`src/rtl/pipe_stage_reg.sv`:
```
`default_nettype none
// ============================================================================
//  Module   : pipe_stage_reg
//  Brief    : Elastic valid/ready pipeline register with synchronous flush,
//             programmable bubble payload and a saturating stall counter.
//             Define PIPE_STAGE_SKID_EN to add a second (skid) entry that
//             registers in_ready and cuts the out_ready -> in_ready path.
//  Revision : 1.0 - initial release
// ============================================================================
module pipe_stage_reg #(
  parameter int               WIDTH  = 32,
  parameter logic [WIDTH-1:0] BUBBLE = '0,
  parameter int               CNT_W  = 8
) (
  input  logic             Clock,
  input  logic             nReset,
  input  logic             in_valid,
  output logic             in_ready,
  input  logic [WIDTH-1:0] in_data,
  output logic             out_valid,
  input  logic             out_ready,
  output logic [WIDTH-1:0] out_data,
  input  logic             flush,
  output logic [CNT_W-1:0] stall_cnt
);

  localparam logic [CNT_W-1:0] c_cnt_max = {CNT_W{1'b1}};

  logic             r_valid;
  logic [WIDTH-1:0] r_data;
  logic [CNT_W-1:0] r_stall_cnt;
  logic             w_accept;
  logic             w_drain;

  // Flush masks the held beat the same cycle so downstream sees a bubble.
  assign out_valid = r_valid & ~flush;
  assign out_data  = out_valid ? r_data : BUBBLE;
  assign w_accept  = in_valid & in_ready;
  assign w_drain   = out_valid & out_ready;
  assign stall_cnt = r_stall_cnt;

`ifdef PIPE_STAGE_SKID_EN
  logic             r_skid_valid;
  logic [WIDTH-1:0] r_skid_data;

  // Ready depends only on the skid flag, never on out_ready.
  assign in_ready = ~r_skid_valid & ~flush;

  // Two-entry FIFO: main feeds the output, skid catches a beat taken while main stalls.
  always_ff @(posedge Clock or negedge nReset) begin
    if (!nReset) begin
      r_valid      <= 1'b0;
      r_data       <= BUBBLE;
      r_skid_valid <= 1'b0;
      r_skid_data  <= BUBBLE;
    end else if (flush) begin
      r_valid      <= 1'b0;
      r_data       <= BUBBLE;
      r_skid_valid <= 1'b0;
      r_skid_data  <= BUBBLE;
    end else if (w_drain || !r_valid) begin
      // Main slot frees up: refill from skid first to keep FIFO order.
      if (r_skid_valid) begin
        r_valid      <= 1'b1;
        r_data       <= r_skid_data;
        r_skid_valid <= 1'b0;
        r_skid_data  <= BUBBLE;
      end else if (w_accept) begin
        r_valid <= 1'b1;
        r_data  <= in_data;
      end else begin
        r_valid <= 1'b0;
        r_data  <= BUBBLE;
      end
    end else if (w_accept) begin
      // Main is held by back-pressure; park the new beat in skid.
      r_skid_valid <= 1'b1;
      r_skid_data  <= in_data;
    end
  end
`else
  // Single entry: a drain in the same cycle frees the slot for a new beat.
  assign in_ready = (~r_valid | out_ready) & ~flush;

  // Load on accept, return to bubble on a drain with nothing behind it.
  always_ff @(posedge Clock or negedge nReset) begin
    if (!nReset) begin
      r_valid <= 1'b0;
      r_data  <= BUBBLE;
    end else if (flush) begin
      r_valid <= 1'b0;
      r_data  <= BUBBLE;
    end else if (w_accept) begin
      r_valid <= 1'b1;
      r_data  <= in_data;
    end else if (w_drain) begin
      r_valid <= 1'b0;
      r_data  <= BUBBLE;
    end
  end
`endif

  // Consecutive stalled cycles, saturating; any non-stalled cycle clears it.
  always_ff @(posedge Clock or negedge nReset) begin
    if (!nReset) begin
      r_stall_cnt <= '0;
    end else if (flush) begin
      r_stall_cnt <= '0;
    end else if (out_valid && !out_ready) begin
      if (r_stall_cnt != c_cnt_max) begin
        r_stall_cnt <= r_stall_cnt + 1'b1;
      end
    end else begin
      r_stall_cnt <= '0;
    end
  end

endmodule
`default_nettype wire
```
`config.mk`:
```
export PLATFORM = sky130hd
export DESIGN_NAME = pipe_stage_reg
export DESIGN_NICKNAME = d
export VERILOG_FILES = /design/src/rtl/pipe_stage_reg.sv
export SDC_FILE = /design/constraint.sdc
export NUM_CORES = 1
export LEC_CHECK = 0
export CAP_MARGIN = 20
export CORE_ASPECT_RATIO = 1.4
export CORE_UTILIZATION = 45
export CTS_BUF_LIST = sky130_fd_sc_hd__clkbuf_8 sky130_fd_sc_hd__clkbuf_16
export DETAILED_ROUTE_END_ITERATION = 7
export PLACE_DENSITY = 0.92
export SETUP_SLACK_MARGIN = 0.2
export SYNTH_ARGS = -nofsm -noshare
export SYNTH_HDL_FRONTEND = slang
export SYNTH_SLANG_ARGS = --single-unit
```
`constraint.sdc`:
```
create_clock -name Clock -period 2.27 [get_ports Clock]
set_input_delay 0.5675 -clock Clock [delete_from_list [all_inputs] [get_ports Clock]]
set_output_delay 0.5675 -clock Clock [all_outputs]
set_load 0.02 [all_outputs]
```
==> out/summary.txt <==
I/O Buffers: 78
Peak supply drop: 0.479 mV
sequential cell area fraction in the yosys report: 57.1%
Area Growth Syn to Fin: 55.1%
Die Height: 76.8 um
number of DRC markers in iteration 0: 57
crit start category: input pin
area of the mapped netlist: 1800 um2
vias in the first global route: 1622
share of cells above drive strength 1: 29.7%
CTS sink cnt: 41
worst hold-check path type: input pin to async pin
core area: 3740 um2
CP Data Required Time: 1700 ps
CTS H-tree lvls: 2
fin crit period: 2050 ps
Final Max Slew Viols: 0
Top Ports: 79
most frequent cells in the layout: 42 x clkdlybuf4s50_1, 41 x dfrtp_1, 32 x a22o_1
average size of a mapped cell: 11.5 um2
total negative slack: 0 ps
Routed Antenna Nets: 0
Starting Density: 48.1%
area post-placement: 2660 um2
top-area cell type share of the netlist area: 57.1%
worst-path fanout max: 8
Worst Setup Path Type: input pin to output pin
largest net degree at the start of global routing: 36
r2r endpoint: stall_cnt[5]$_DFFE_PN0P_
Reg2Reg Depth: 5
fmax: 0.488 GHz
total CTS buffers: 5
Crit. Startpoint: flush
Final Cycle Share: 90.4%
global-route wire length before repair: 7690 um
post-route cell area: 2790 um2
final setup vio count: 0
Placer Congestion: 0.822
CTS tree: done
Distinct cells, synth: 26
drt total wl: 4970 um
hpwl dp: 2960 um
# fillers: 264
Worst Slack Setup Final: 219 ps
reg2reg start: stall_cnt[0]$_DFFE_PN0P_
slew at the pin closest to its max-slew limit: 788 ps
crit end category: output pin
Hold Fails Final Rpt: 0
commonest non-fill, non-tap cell in the layout: clkdlybuf4s50_1
placed insts: 275
NumNets Final: 284
GRT Overall Usage: 23.2%
row count: 26
Clock Skew: 3.76 ps
max-cap violations: 0
Clock transition at path regs: 80 ps
Ys Warns: 0
DIE WIDTH: 55.4 um
status: finished, final reports clean
ANT cells: 0
total design power: 1.59 mW
Critical Path Sink: out_data[26]
Post-Synthesis Net Count: 194
Overflow after GRT: 0
DRC Markers: 0
worst slack, placed: -462 ps
WP data arrival: 1480 ps
Yosys reg bits: 41
WL per Instance: 17.3 um
post-route insts no fill: 288
root buffer cell: clkbuf_8
Post-Syn Instances: 156
initial antenna violation count: 0
vias per cell: 5.55
Area contributors post-synth: dfrtp_1 57%, a22o_1 16%, and2_1 12%
Die Area: 4260 um2
clock buffer depth: 2
PD cells: 570 nW/um2
Slew HR: 47.3%
Leakage: 1.36 nW
RSZ-0062 raised after global routing: yes
R2R Setup Slk: 640 ps
clock latency on the worst-skew pair: 290 ps
largest area contributor in the netlist: dfrtp_1
vias post-DR: 1599
drt pass-1 iters: 4
==> state kept, by name (all words and copies together), names as in the netlist <==
signal	cells
r_data	32
stall_cnt	8
r_valid	1
==> synth_stat cells <==
cell / instances
a211oi_1: 3
xnor2_1: 1
buf_6: 1
and2_1: 34
xor2_1: 1
inv_1: 1
nor3b_1: 1
nand2b_1: 1
or3_1: 1
buf_2: 6
o21ai_0: 1
and4_1: 1
a21oi_1: 5
a22o_1: 32
nor2b_1: 2
and3_1: 1
nor2_1: 6
nand4_1: 1
nand3_1: 3
a31o_1: 1
ha_1: 1
dfrtp_1: 41
nor3_1: 3
nand2_1: 3
clkbuf_1: 4
mux2i_1: 1
==> logic make-up (layout without fill, tap and decap cells) <==
family                   Yosys count  count (layout)  synth area share [%]
AND/OR/NAND/NOR                   57              57                  18.4
flip-flops                        41              41                  57.1
adder cells (fa/ha/maj)            1               1                 0.696
multiplexers                       1               1                 0.557
buffers and inverters             12             101                  3.34
XOR/XNOR                           2               2                 0.974
AO/OA/AOI/OAI                     42              43                  19.0
==> routing by layer <==
layer | vias to the layer above | routed length [um] | track usage, %
met3 | 13 | 227 | 3.88
met2 | 61 | 2690 | 40.2
met4 | 0 | 123 | 11.3
li1 | 735 | - | -
met1 | 790 | 1930 | 27.7
met5 | - | 0 | 0
==> final cells by class <==
class / instances / area, um2 / area share (%)
clock buffer: 5 / 68.8 / 2.47
multi-input combinational: 104 / 776 / 27.8
inverter: 1 / 3.75 / 0.135
timing repair buffer: 93 / 827 / 29.7
tap: 42 / 52.6 / 1.88
clock inverter: 2 / 35.0 / 1.26
sequential: 41 / 1030 / 36.8
==> repair_timing <==
action | in CTS | in global routing
buffers inserted | 1 | 0
hold buffers | 0 | 0
cloned | 5 | 0
resized for setup | 152 | 38
endpoints found under the setup margin | 46 | 22
pin swaps | 1 | 0
==> critical path, cell delays in order <==
cell             delay, ps
clkdlybuf4s15_2        210
nor2b_4                240
buf_6                  180
and2_1                 150
buf_4                  140
==> power by group <==
group	total [mW]	internal [mW]	switching, mW
clock network	0.561	0.320	0.241
logic	0.239	0.130	0.109
registers	0.790	0.768	0.0218
==> worst min path at each step <==
stage	slack, ps	endpoint
after detailed placement	480	r_data[11]$_DFFE_PN0P_
after CTS	370	stall_cnt[6]$_DFFE_PN0P_
after global routing	400	r_data[10]$_DFFE_PN0P_
final	340	r_data[8]$_DFFE_PN0P_
after floorplan	270	r_data[0]$_DFFE_PN0P_
after global placement	480	r_data[2]$_DFFE_PN0P_
==> per-stage QoR <==
step,hold WS [ps],util (%)
2_1_floorplan,272,-
3_3_place_gp,479,71.1
3_5_place_dp,483,71.1
4_1_cts,367,71.8
5_1_grt,396,74.5
6_report,340,74.5
Note: power is estimated with default switching activity, not from simulation.
